--- src/rtl/image_read_stream.sv ---
// Streams one BMP frame (bottom-up, BGR byte order) out of a byte-wide frame
// memory as RGB pixels in top-down raster order, with a valid/ready handshake
// on the pixel side and a one-cycle done pulse after the last pixel.
module image_read_stream #(
   parameter int WIDTH          = 768,
   parameter int HEIGHT         = 512,
   parameter int BITS_FOR_INDEX = 10,
   parameter int sizeOfWidth    = 8,
   parameter int ADDR_W         = 21
) (
   input  logic                      HCLK,
   input  logic                      HRESETn,
   input  logic                      start,
   output logic                      mem_rd_en,
   output logic [ADDR_W-1:0]         mem_addr,
   input  logic [sizeOfWidth-1:0]    mem_rdata,
   output logic [sizeOfWidth-1:0]    DATA_R0,
   output logic [sizeOfWidth-1:0]    DATA_G0,
   output logic [sizeOfWidth-1:0]    DATA_B0,
   output logic [BITS_FOR_INDEX-1:0] rowIndex,
   output logic [BITS_FOR_INDEX-1:0] colIndex,
   output logic                      pix_valid,
   input  logic                      pix_ready,
   output logic                      busy,
   output logic                      Read_Done
);

   typedef enum logic [2:0] {
      IDLE, RD_B, RD_G, RD_R, CAP_R, VALID, DONE
   } state_e;

   localparam logic [BITS_FOR_INDEX-1:0] LAST_COL   = BITS_FOR_INDEX'(WIDTH - 1);
   localparam logic [BITS_FOR_INDEX-1:0] LAST_ROW   = BITS_FOR_INDEX'(HEIGHT - 1);
   localparam logic [BITS_FOR_INDEX-1:0] ONE_IDX    = BITS_FOR_INDEX'(1);
   localparam logic [ADDR_W-1:0]         ROW_STRIDE = ADDR_W'(WIDTH * 3);
   localparam logic [ADDR_W-1:0]         PIX_STRIDE = ADDR_W'(3);
   localparam logic [ADDR_W-1:0]         BOT_ROW    = ADDR_W'(HEIGHT - 1);
   localparam logic [ADDR_W-1:0]         OFS_G      = ADDR_W'(1);
   localparam logic [ADDR_W-1:0]         OFS_R      = ADDR_W'(2);

   state_e                    state_q;
   logic [BITS_FOR_INDEX-1:0] row_q, col_q;
   logic [BITS_FOR_INDEX-1:0] row_d, col_d;
   logic [sizeOfWidth-1:0]    data_r_q, data_g_q, data_b_q;
   logic                      mem_rd_en_q;
   logic [ADDR_W-1:0]         mem_addr_q;
   logic [ADDR_W-1:0]         cur_base, nxt_base, first_base;
   logic                      is_last;

   // Byte address of the blue sample of pixel (r, c); rows are stored bottom-up.
   function automatic logic [ADDR_W-1:0] pix_base(input logic [BITS_FOR_INDEX-1:0] r,
                                                  input logic [BITS_FOR_INDEX-1:0] c);
      logic [ADDR_W-1:0] mem_row;
      mem_row = BOT_ROW - ADDR_W'(r);
      return mem_row * ROW_STRIDE + ADDR_W'(c) * PIX_STRIDE;
   endfunction

   // Raster advance to the following pixel and the base addresses the FSM loads.
   always_comb begin
      row_d   = row_q;
      col_d   = col_q + ONE_IDX;
      is_last = (row_q == LAST_ROW) && (col_q == LAST_COL);
      if (col_q == LAST_COL) begin
         col_d = '0;
         row_d = row_q + ONE_IDX;
      end
      cur_base   = pix_base(row_q, col_q);
      nxt_base   = pix_base(row_d, col_d);
      first_base = pix_base('0, '0);
   end

   // Frame FSM: issues three byte reads per pixel, captures them one cycle
   // later, then holds the pixel until the downstream handshake.
   always_ff @(posedge HCLK or negedge HRESETn) begin
      if (!HRESETn) begin
         state_q     <= IDLE;
         row_q       <= '0;
         col_q       <= '0;
         data_r_q    <= '0;
         data_g_q    <= '0;
         data_b_q    <= '0;
         mem_rd_en_q <= 1'b0;
         mem_addr_q  <= '0;
      end else begin
         case (state_q)
            IDLE: begin
               if (start) begin
                  row_q       <= '0;
                  col_q       <= '0;
                  mem_rd_en_q <= 1'b1;
                  mem_addr_q  <= first_base;
                  state_q     <= RD_B;
               end
            end
            RD_B: begin
               mem_rd_en_q <= 1'b1;
               mem_addr_q  <= cur_base + OFS_G;
               state_q     <= RD_G;
            end
            RD_G: begin
               data_b_q    <= mem_rdata;
               mem_rd_en_q <= 1'b1;
               mem_addr_q  <= cur_base + OFS_R;
               state_q     <= RD_R;
            end
            RD_R: begin
               data_g_q    <= mem_rdata;
               mem_rd_en_q <= 1'b0;
               state_q     <= CAP_R;
            end
            CAP_R: begin
               data_r_q <= mem_rdata;
               state_q  <= VALID;
            end
            VALID: begin
               if (pix_ready) begin
                  if (is_last) begin
                     state_q <= DONE;
                  end else begin
                     row_q       <= row_d;
                     col_q       <= col_d;
                     mem_rd_en_q <= 1'b1;
                     mem_addr_q  <= nxt_base;
                     state_q     <= RD_B;
                  end
               end
            end
            DONE: begin
               state_q <= IDLE;
            end
            default: begin
               state_q     <= IDLE;
               mem_rd_en_q <= 1'b0;
            end
         endcase
      end
   end

   assign mem_rd_en = mem_rd_en_q;
   assign mem_addr  = mem_addr_q;
   assign DATA_R0   = data_r_q;
   assign DATA_G0   = data_g_q;
   assign DATA_B0   = data_b_q;
   assign rowIndex  = row_q;
   assign colIndex  = col_q;
   assign pix_valid = (state_q == VALID);
   assign busy      = (state_q != IDLE);
   assign Read_Done = (state_q == DONE);

endmodule

--- config.mk ---
export PLATFORM = sky130hd
export DESIGN_NAME = image_read_stream
export DESIGN_NICKNAME = d
export VERILOG_FILES = /design/src/rtl/image_read_stream.sv
export SDC_FILE = /design/constraint.sdc
export NUM_CORES = 1
export LEC_CHECK = 0
export ABC_AREA = 0
export ABC_CLOCK_PERIOD_IN_PS = 6400
export BUFFER_PORTS_ARGS = -buffer_cell sky130_fd_sc_hd__clkbuf_2
export CORE_UTILIZATION = 45
export CTS_CLUSTER_DIAMETER = 50
export DETAILED_ROUTE_END_ITERATION = 8
export HOLD_SLACK_MARGIN = 0.03
export SKIP_LAST_GASP = 1
export SYNTH_ARGS = -nofsm -noshare
export SYNTH_HDL_FRONTEND = slang
export SYNTH_SLANG_ARGS = --single-unit
--- constraint.sdc ---
create_clock -name HCLK -period 6.4 [get_ports HCLK]
set_input_delay 0.32 -clock HCLK [delete_from_list [all_inputs] [get_ports HCLK]]
set_output_delay 0.32 -clock HCLK [all_outputs]
set_load 0.005 [all_outputs]
## Word-level counts from Yosys, hierarchy flattened

Index checks and enable logic that the tools add are counted.

- Bits of input ports: 12
- Bits in writable memories: 0
- Memories kept: 0
- Latch bits: 0
- Memory bits (read-only): 0
- Register bits: 69
- Output and inout bits: 69
- Logic and storage cells: 64

- $lt $le $gt $ge: 0
- Reduce and logical (&&, ||, !) cells: 11
- Multiplexer cells: 21
- Divide/modulo/power cells: 0
- Bitwise gates (word level): 1
- Equal/unequal tests: 11
- Add/subtract/negate cells: 8
- Shift-type cells: 0
- Multipliers: 4

Operators by type and width:

| operator | count |
|---|---|
| $pmux W21 S4 | 1 |
| $mux W10 | 7 |
| $mux W21 | 3 |
| $add A21 B12 Y21 | 2 |
| $mul A21 B4 Y13 const B | 2 |
| $pmux W10 S2 | 2 |
| $mul A10 B2 Y12 const B | 2 |
| $sub A9 B10 Y11 const A | 2 |
| $add A21 B1 Y21 const B | 1 |
| $add A21 B2 Y21 const B | 1 |
| $add A10 B1 Y10 const B | 2 |
| $pmux W3 S6 | 1 |
| $reduce_and A4 Y1 | 3 |
| $eq A10 B10 Y1 const B | 1 |
| $eq A10 B9 Y1 const B | 1 |
| $eq A3 B3 Y1 const B | 3 |
| $mux W3 | 3 |
| $eq A3 B2 Y1 const B | 2 |
| $ne A2 B2 Y1 const B | 2 |
| $pmux W1 S4 | 1 |
| $reduce_bool A4 Y1 | 1 |
| $reduce_or A2 Y1 | 2 |
| $eq A3 B1 Y1 const B | 1 |
| $logic_not A3 Y1 | 1 |
| other kinds (7) | 9 |

## Longest topological paths before layout

Gate-level depths: netlist (run 1).

- Word-level depth: 8
- Depth in mapped cells: 19

## Worst setup path before layout (run 1)

No wires, ideal clock.

- Kind: register to register
- Start point: reg col_q[0] (netlist: colIndex[0])
- End point: reg mem_addr_q[20] (netlist: mem_addr[20])
- Setup time: 0.130 ns
- Setup slack: 1.940 ns
- Arrival time: 4.330 ns
- Period minus slack after synthesis: 4.460 ns
- Data required time: 6.270 ns
- Buffers on the path: 2
- Cell stages (with the launch flop): 19
- Path through: dfrtp_1 ha_1 and4_1 and2_1 clkbuf_1 clkbuf_1 a21oi_1 ha_1 ha_1 fa_1 a21o_1 a21oi_1 xnor2_1 nand3_1 a211oi_1 nand2_1 o311a_1 a211oi_1 a31oi_1

- Word-level cells in the longest chain between the ends: 8

RTL lines:

| what | RTL line | RTL |
|---|---|---|
| start: declaration | 42 | `logic [BITS_FOR_INDEX-1:0] row_q, col_q;` |
| start signal: assignment | 121 | `col_q <= col_d;` |
| $eq A10 B10 Y1 | 62, 63 |  |
| $mux W10 | 63 | `if (col_q == LAST_COL) begin` |
| $sub A9 B10 Y11 | 54 | `mem_row = BOT_ROW - ADDR_W'(r);` |
| $mul A21 B4 Y13 | 55 | `return mem_row * ROW_STRIDE + ADDR_W'(c) * PIX_STRIDE;` |
| $add A21 B12 Y21 | 55 |  |
| $mux W21 | 117 | `if (is_last) begin` |
| $mux W21 | 116 | `if (pix_ready) begin` |
| $pmux W21 S4 | 85 | `case (state_q)` |
| end signal: assignment | 91 | `mem_addr_q <= first_base;` |
| end signal: assignment | 97 | `mem_addr_q <= cur_base + OFS_G;` |
| end signal: assignment | 123 | `mem_addr_q <= nxt_base;` |
| end: declaration | 46 | `logic [ADDR_W-1:0] mem_addr_q;` |

Parallel ways exist; a longest one is shown, timed or not. The select of a mux whose other input is x is not followed.
A chain may end at the register's enable or synchronous reset.

## Worst setup path after layout (run 1)

- Start point: reg col_q[1] (netlist: colIndex[1])
- End point: reg mem_addr_q[20] (netlist: mem_addr[20])

The elaborated chain is that of the path after synthesis.

==> run summary, run 1 <==
In this run, CTS created clock tree buffers numbering 9. The total inserted antenna cells is 0. For this design the static power due to leakage is 0.00340 uW. The max-slew violation count came out at 0.

The run finished with clean final reports. Of the synthesized area, sequential elements account for 0.260. The layout net count is 951.

The clock-pin slew on the worst setup and hold paths is 0.07 ns. The element type at the critical path end is a flop. The setup TNS after final layout came out at 0 ns. Across the run, the number of max-cap violations was 0. The via count of the first global-routing pass is 5785. The detailed-route vias per instance is 5.91.

The final worst clock skew came out at 0.0139 ns. The number of gates resized after cts is 0. Setup repair after global routing left no endpoint under its margin. A synthesized cell averages 8.33 um^2. The number of hold buffers added after cts is 0. The biggest area contributor in the post-synthesis netlist is sky130_fd_sc_hd__dfrtp_1. The cell area after placement came out at 7160 um^2. The most repeated cell in the gate-level netlist after synthesis is sky130_fd_sc_hd__nand2_1. The maximum level of the CTS H-tree is 3. Once the clock tree was built, the setup fixing pass inserted 0 buffers. The number of flops mapped to enable cells by yosys came out at 0. The detailed-router iteration count before antenna repair came out at 5.

After routing the design area is 7470 um^2. The post-synthesis register bit count came out at 69. The path class of the tightest hold or removal check is input port to async pin. The number of buffers on the longest clock path came out at 2. The global placement routability congestion came out at 0.882. The count of buffers added on input and output ports is 80. The number of endpoints with negative hold slack in the final report came to 0. The netlist uses 65 different library cells. The critical path goes through ha_1, and4_1, and2_1, nand2_1, nor3_1, nand3_1, xnor2_1, xor2_1, ha_1, a21o_1, a21oi_1, xnor2_1, nand3_1, a211oi_1, nand2_1, o311a_1, a211oi_1, a31oi_1. The core box area came out at 14100 um^2. The most used flip-flop cell after synthesis is sky130_fd_sc_hd__dfrtp_1. The final clock period utilization by the worst path came out at 0.795. The count of nets left with antenna violations after detail routing came out at 0. The number of sinks on the clock net came out at 69. The clock tree from TritonCTS is yes. The critical path launch point type is a flop. The Yosys step of the flow raised 0 warnings. The portion of synthesized cell area occupied by the leading cell type is 0.260.

The cell type group with the largest total delay on the critical path is simple AND/OR/NAND/NOR gates. The initial antenna violation count is 0. The die height is 123 um. The overall fraction of global-route tracks in use is 0.261. The async set-or-reset flop fraction in the synthesized netlist is 1.00. The residual overflow from global routing is 0. The violation count after the first detailed-route iteration came out at 483. The signed area change from the synthesized netlist to the final layout came out at 12.6%. The die area came out at 15200 um^2.

For this run, the slowest stage of the critical path takes 0.52 ns. The library cell contributing the largest single delay on the critical path is sky130_fd_sc_hd__and2_1. Of the cells placed in the final design, the portion with a size suffix greater than 1 is 0.152. The critical path buffer and inverter count came out at 0. The HPWL reported at the end of detailed placement came out at 15.1 mm.

The cell area that synthesis handed to floorplanning was 6630 um^2. The routed design could run at a clock period as short as 5.09 ns. The cell area power density came out at 270 nW/um^2. The top fanout value on the critical path came out at 16. The critical path data arrival time is 5.31 ns. The first global-routing pass estimated 30.1 mm of wire. The residual DRC count is 0.

Setup violations remaining at the end of the flow were counted as 0. The cell sitting at the root of the clock tree is a sky130_fd_sc_hd__clkbuf_16. The normalized max-slew margin is 0.210. The maximum number of pins on one net before global-route repair came out at 70. The floorplan die width is 123 um. The starting utilization of the core area is 0.469. By startpoint and endpoint, the worst setup path is classified as flop to flop. The I/O pin total is 81.

VDD sags by at most 0.130 mV. Based on the critical path, the design can be clocked at up to 197 MHz. The number of nets in the synthesized netlist came out at 889. The placement row count is 43. At the later pin of the worst-skew pair, clock insertion delay measures 0.35 ns.

After detailed routing, the total wire length is 19.2 mm. The routed wire length per instance is 18.4 um. The overall via count from detail_route is 6163. The worst-margin pin slew came out at 1.18 ns.

The required time at the endpoint of the critical path came out at 6.62 ns. Ranked by total cell area, the synthesized netlist is headed by sky130_fd_sc_hd__dfrtp_1, sky130_fd_sc_hd__ha_1, sky130_fd_sc_hd__xnor2_1, sky130_fd_sc_hd__nand2_1, sky130_fd_sc_hd__nor2_1. By count the netlist is led by sky130_fd_sc_hd__nand2_1, sky130_fd_sc_hd__ha_1, sky130_fd_sc_hd__nor2_1. The gate count after technology mapping came out at 796.
[per-stage QoR]
step	power (uW)	worst slack [ns]	instances	util	hold WS, ns
2_1_floorplan	1170	1.94	796	-	0.0244
3_3_place_gp	1490	1.53	1027	0.506	0.457
3_5_place_dp	1500	1.38	1027	0.506	0.463
4_1_cts	2030	1.34	1043	0.528	0.147
5_1_grt	2160	0.823	1043	0.528	0.198
6_report	2020	1.31	1043	0.528	0.0994
[cells by family (layout without fill, tap and decap cells)]
kind of cell               Yosys count  count (layout)  synth area share
and+or+nand+nor                    281             281             0.204
buffers and inverters               66             133            0.0385
xor gates and xnor gates            69              69            0.0911
AOI/OAI and AO/OA                  213             213             0.215
muxes                               17              17            0.0287
DFF                                 69              69             0.260
adders and majority gates           81              81             0.162
[worst reg2reg max path, stage by stage (launching register included)]
cell	delay [ns]
sky130_fd_sc_hd__dfrtp_1	0.45
sky130_fd_sc_hd__ha_1	0.30
sky130_fd_sc_hd__and4_1	0.31
sky130_fd_sc_hd__and2_1	0.52
sky130_fd_sc_hd__nand2_1	0.22
sky130_fd_sc_hd__nor3_1	0.34
sky130_fd_sc_hd__nand3_1	0.14
sky130_fd_sc_hd__xnor2_1	0.35
sky130_fd_sc_hd__xor2_1	0.12
sky130_fd_sc_hd__ha_1	0.36
sky130_fd_sc_hd__a21o_1	0.18
sky130_fd_sc_hd__a21oi_1	0.21
sky130_fd_sc_hd__xnor2_1	0.18
sky130_fd_sc_hd__nand3_1	0.12
sky130_fd_sc_hd__a211oi_1	0.35
sky130_fd_sc_hd__nand2_1	0.12
sky130_fd_sc_hd__o311a_1	0.34
sky130_fd_sc_hd__a211oi_1	0.23
sky130_fd_sc_hd__a31oi_1	0.11
[where the power goes]
part / total [uW] / switching [uW] / internal, uW
Combinational: 827 / 507 / 320
Clock: 527 / 219 / 308
Sequential: 666 / 94.3 / 571
[state kept, by name, summed over array words and instances, names as in the netlist]
name,flops
DATA_B0,8
DATA_G0,8
DATA_R0,8
colIndex,10
mem_addr,21
mem_rd_en,1
rowIndex,10
state_q,3
[path summary, 6_finish.rpt]
path | start | endpoint | slack, ns | depth (start not counted)
max reg2reg | colIndex[1]$_DFFE_PN0P_ | mem_addr[20]$_DFFE_PN0P_ | 1.31 | 18
min in group HCLK | mem_rdata[6] | DATA_B0[6]$_DFFE_PN0P_ | 0.20 | 3
max in group asynchronous | HRESETn | DATA_R0[3]$_DFFE_PN0P_ | 5.71 | 1
min | HRESETn | mem_addr[5]$_DFFE_PN0P_ | 0.1 | 1
max | colIndex[1]$_DFFE_PN0P_ | mem_addr[20]$_DFFE_PN0P_ | 1.31 | 18
min reg2reg | DATA_B0[2]$_DFFE_PN0P_ | DATA_B0[2]$_DFFE_PN0P_ | 0.48 | 2
[cell usage in the layout (no fill, tap or decap), drive strengths merged, types with 5 or more instances in the layout]
master	instances
nand2	82
or2	8
a21o	14
nand3	22
nor2	70
dfrtp	69
nand2b	10
o31ai	8
o21ai	56
and3	12
o22ai	7
xor2	23
ha	73
o21a	9
o211ai	5
fa	8
a211oi	9
or3	13
a31oi	11
nor4	5
a22o	9
a21oi	45
inv	36
clkbuf	88
nor3	23
a22oi	6
buf	5
nor2b	5
and2	11
or4	5
xnor2	46
mux2	16
nand4	6
[final cells by class]
type                       count  area, um^2
sequential                    69        1730
tap                          180         225
fill                        1332        6680
clock buffer                   9         225
inverter                      33         124
clock inverter                 7        82.6
multi-input combinational    661        4650
timing repair buffer          84         433
[per-layer routing]
metal	routed length, um	global-route usage
met3	1090	0.0304
met5	0	0
met2	8520	0.412
met1	9190	0.369
met4	391	0.0851
Power figures use the tool's default switching activity.
==> run 2, diff against run 1 <==
--- a/config.mk
+++ b/config.mk
@@ -5,8 +5,8 @@
 export SDC_FILE = /design/constraint.sdc
 export NUM_CORES = 1
 export LEC_CHECK = 0
-export ABC_AREA = 0
-export ABC_CLOCK_PERIOD_IN_PS = 6400
+export ABC_AREA = 1
+export ABC_CLOCK_PERIOD_IN_PS = 4850
 export BUFFER_PORTS_ARGS = -buffer_cell sky130_fd_sc_hd__clkbuf_2
 export CORE_UTILIZATION = 45
 export CTS_CLUSTER_DIAMETER = 50
==> constraint.sdc (replaced) <==
create_clock -name HCLK -period 4.85 [get_ports HCLK]
set_input_delay 0.2425 -clock HCLK [delete_from_list [all_inputs] [get_ports HCLK]]
set_output_delay 0.2425 -clock HCLK [all_outputs]
set_load 0.005 [all_outputs]
==> run 2 against run 1 <==
Against the previous run:
- clock skew fell by 0.0073 ns
- core utilization down 0.069 points
- critical path depth rose by 5
- non-clock buffer count increased by 5
- sequential power grew 28%
- critical endpoint unchanged
- maximum frequency is 20% higher
- critical path type unchanged
- first-iteration DRC count fell by 21%
- cell count is 20% higher
==> run summary, run 2 <==
The fraction of layout cells with a size suffix above 1 is 0.141 (-0.0110). The post-synthesis cell type count came out at 45 (-31%). The HPWL reported at the end of detailed placement came out at 15.0 mm (-0.26%). The routed wire length per instance was 15.2 um (-17%). The synthesis warning total came out at 0 (unchanged).

The clock-pin slew on the worst setup and hold paths is 0.07 ns (about the same). The number of I/O port buffers came out at 80 (unchanged). The residual overflow from global routing came out at 0 (unchanged). The library cell used most frequently in the layout, excluding fill and tap cells, is sky130_fd_sc_hd__nand2_1. The startpoint identified for the worst register-to-register timing path is colIndex[1]$_DFFE_PN0P_. The max-slew violation count is 0 (unchanged). The signed area change from the synthesized netlist to the final layout is 13.9%. The number of flops mapped to enable cells by yosys is 0 (unchanged). The average cell area after synthesis is 6.90 um^2 (-17%).

The async set-or-reset flop fraction in the synthesized netlist is 1.00 (unchanged). The setup path with the least slack is of type flop to flop. The gate count after technology mapping is 975 (+22%).

The worst-margin pin slew is 1.15 ns (-0.0287 ns). The number of nets in the synthesized netlist came out at 1068 (+20%). TritonCTS built the clock tree. In this run the worst setup path terminates at mem_addr[20]$_DFFE_PN0P_. The wire length of the first global-routing pass came out at 31.7 mm (+5.2%). The cell accounting for the most synthesized area is sky130_fd_sc_hd__dfrtp_1. The minimum hold slack is 0.151 ns (+0.0520 ns). The top fanout value on the critical path came out at 7 (-9). The die height is 124 um (+0.69%). The setup TNS after final layout is 0 ns (unchanged). The path class of the tightest hold or removal check is input port to flop.

The initial antenna violation count came to 0 (unchanged). The maximum number of pins on one net before global-route repair came out at 46 (-34%). The cell area after synthesis is 6730 um^2 (+1.4%). The required time at the endpoint of the critical path came out at 5.10 ns (-1.52 ns).

The core box area is 14500 um^2 (+2.7%). The fraction of the yosys area taken by sequential cells is 0.257 (-0.00363). The layout net count was 1153 (+21%). The worst setup path is launched from a flop. The starting utilization of the core area was 0.463 (-0.00593).

The cell count after placement is 1231 (+20%). The overall via count from detail_route was 6641 (+7.8%). The count of nets left with antenna violations after detail routing is 0 (unchanged). The highest attainable clock frequency came to 235 MHz (+20%). The largest voltage drop on the vdd net came out at 0.256 mV (+97%). The global placement routability congestion was 0.905 (+2.6%). The final clock period utilization by the worst path is 0.878 (+0.0829). The overall fraction of global-route tracks in use came out at 0.257 (-0.00372).

The number of maximum-capacitance constraint violations came to 0 (unchanged). The final standard cell utilization of the core came out at 0.527 (-0.000687). The leakage power total is 0.00415 uW (+22%). The critical path starts at colIndex[1]$_DFFE_PN0P_. The die area came out at 15400 um^2 (+1.4%). The total power draw is 2650 uW (+31%). The minimum clock period is 4.26 ns (-0.830 ns). The placement row count came out at 44 (+2.3%). The post-synthesis register bit count is 69 (unchanged). Setup repair after global routing left no endpoint under its margin. The area used by multi-input combinational logic is 4380 um^2 (-5.8%). The number of flip-flops under the largest register name is 21 (unchanged). STA classifies the critical path endpoint as a flop. Sorting the synthesized cells by area gives the leading types as sky130_fd_sc_hd__dfrtp_1, sky130_fd_sc_hd__nand2_1, sky130_fd_sc_hd__ha_1, sky130_fd_sc_hd__inv_1, sky130_fd_sc_hd__o21ai_0. The area taken by flip-flops and latches is 1730 um^2 (unchanged). The number of filler instances in the final layout came out at 1537 (+15%).

The final instance count without filler cells is 1249 (+20%). The cell sitting at the root of the clock tree is a sky130_fd_sc_hd__clkbuf_16. The total inserted antenna cells came out at 0 (unchanged). For this run, the leading register cell type out of synthesis is sky130_fd_sc_hd__dfrtp_1. The residual DRC count came out at 0 (unchanged). The top cell types in the final layout, fill and taps aside, are sky130_fd_sc_hd__nand2_1, sky130_fd_sc_hd__inv_1, sky130_fd_sc_hd__clkbuf_2. The violation count after the first detailed-route iteration came to 383 (-21%). The final worst clock skew came out at 0.00653 ns (-0.00735 ns).

The clock latency at the later pin of the worst-skew pair came out at 0.35 ns (about the same). The critical path data arrival time came out at 4.51 ns (-0.80 ns). The number of CTS-inserted buffers came out at 9 (unchanged). The worst reg-to-reg path cell count is 23 (+5).

The count of endpoints failing setup in the final report came out at 0 (unchanged). The worst register-to-register path ends at mem_addr[20]$_DFFE_PN0P_. The detailed-route vias per instance came out at 5.32 (-10%). The maximum level of the CTS H-tree came out at 3 (unchanged). The run finished with clean final reports. The normalized max-slew margin came out at 0.232 (+0.0220). The detailed-router iteration count before antenna repair is 5 (unchanged). The worst hold path passes through 3 cells.

The portion of synthesized cell area occupied by the leading cell type came out at 0.257 (-0.00363). The cell area power density is 346 nW/um^2 (+28%). The via count of the first global-routing pass is 6308 (+9.0%). The floorplan die width is 124 um (+0.69%). The number of sinks on the clock net came out at 69 (unchanged).

In the post-synthesis netlist, the cell with the most instances is sky130_fd_sc_hd__nand2_1. The commonest cells after synthesis are sky130_fd_sc_hd__nand2_1, sky130_fd_sc_hd__inv_1, sky130_fd_sc_hd__ha_1. The I/O pin total came out at 81 (unchanged). The overall routed net length is 19.0 mm (-1.2%).

The worst-case register-to-register setup slack is 0.59 ns (-0.72 ns). The number of endpoints with negative hold slack in the final report was 0 (unchanged). The number of buffers on the longest clock path is 2 (unchanged).
==> run 2: per-stage QoR <==
stage / instance area, um^2 / worst slack [ns]
floorplan: 6730 / 0.956
global placement: 7340 / 0.570
detailed placement: 7340 / 0.405
CTS: 7640 / 0.380
global route: 7660 / 0.0576
finish: 7660 / 0.592
==> run 2: where the power goes <==
group	internal, uW	switching [uW]	total (uW)
combinational	391	747	1140
sequential	748	102	851
clock	358	299	658
==> run 2: final cells by class <==
type | instances | area share
Multi-Input combinational cell | 742 | 0.572
Tap cell | 184 | 0.0301
Timing Repair Buffer | 89 | 0.0618
Sequential cell | 69 | 0.225
Inverter | 149 | 0.0730
Clock buffer | 9 | 0.0294
Clock inverter | 7 | 0.00817
==> run 2: metal layers <==
metal | vias up | global-route usage | wire, um
met5 | - | 0 | 0
met4 | 0 | 0.119 | 652
met3 | 38 | 0.0339 | 836
met2 | 152 | 0.419 | 8730
met1 | 3055 | 0.337 | 8740
li1 | 3396 | - | -
==> run 2: kinds of logic after synthesis <==
| logic type | after synthesis | synth area share |
|---|---|---|
| AND/OR/NAND/NOR | 455 | 0.298 |
| adder cells (fa/ha/maj) | 81 | 0.160 |
| XOR/XNOR | 30 | 0.0424 |
| flip-flops | 69 | 0.257 |
| buffers and inverters | 164 | 0.0936 |
| AO/OA/AOI/OAI | 176 | 0.150 |
==> run 2: worst min-delay path by stage <==
stage | from | endpoint
floorplan | HRESETn | DATA_B0[0]$_DFFE_PN0P_
global placement | HRESETn | colIndex[3]$_DFFE_PN0P_
detailed placement | HRESETn | colIndex[3]$_DFFE_PN0P_
CTS | mem_rdata[7] | DATA_G0[7]$_DFFE_PN0N_
global route | mem_rdata[4] | DATA_B0[4]$_DFFE_PN0P_
finish | mem_rdata[7] | DATA_G0[7]$_DFFE_PN0N_
==> run 2: critical path, cell delays in order (launching register included) <==
cell and delay (ns):
sky130_fd_sc_hd__dfrtp_1 0.43, sky130_fd_sc_hd__ha_1 0.27, sky130_fd_sc_hd__nand2_1 0.12, sky130_fd_sc_hd__nor2_2 0.20, sky130_fd_sc_hd__nand2_2 0.14, sky130_fd_sc_hd__nor2_1 0.17
sky130_fd_sc_hd__nand3_1 0.10, sky130_fd_sc_hd__xor2_1 0.31, sky130_fd_sc_hd__ha_1 0.30, sky130_fd_sc_hd__ha_1 0.24, sky130_fd_sc_hd__fa_1 0.55, sky130_fd_sc_hd__nand2_1 0.08
sky130_fd_sc_hd__nor2_1 0.14, sky130_fd_sc_hd__nand3_1 0.10, sky130_fd_sc_hd__o211ai_1 0.18, sky130_fd_sc_hd__nand2_1 0.15, sky130_fd_sc_hd__nor2_2 0.17, sky130_fd_sc_hd__nand4_1 0.11
sky130_fd_sc_hd__nand3_1 0.10, sky130_fd_sc_hd__nand2_1 0.05, sky130_fd_sc_hd__inv_1 0.08, sky130_fd_sc_hd__nand3_1 0.07, sky130_fd_sc_hd__nand2_1 0.06, sky130_fd_sc_hd__inv_1 0.03
==> run 2: repair_timing <==
item	in CTS	in global routing
endpoints found under the setup margin	0	3
gates resized for setup	0	4
hold endpoints to repair	24	0
hold buffers	1	0
buffers inserted	0	1
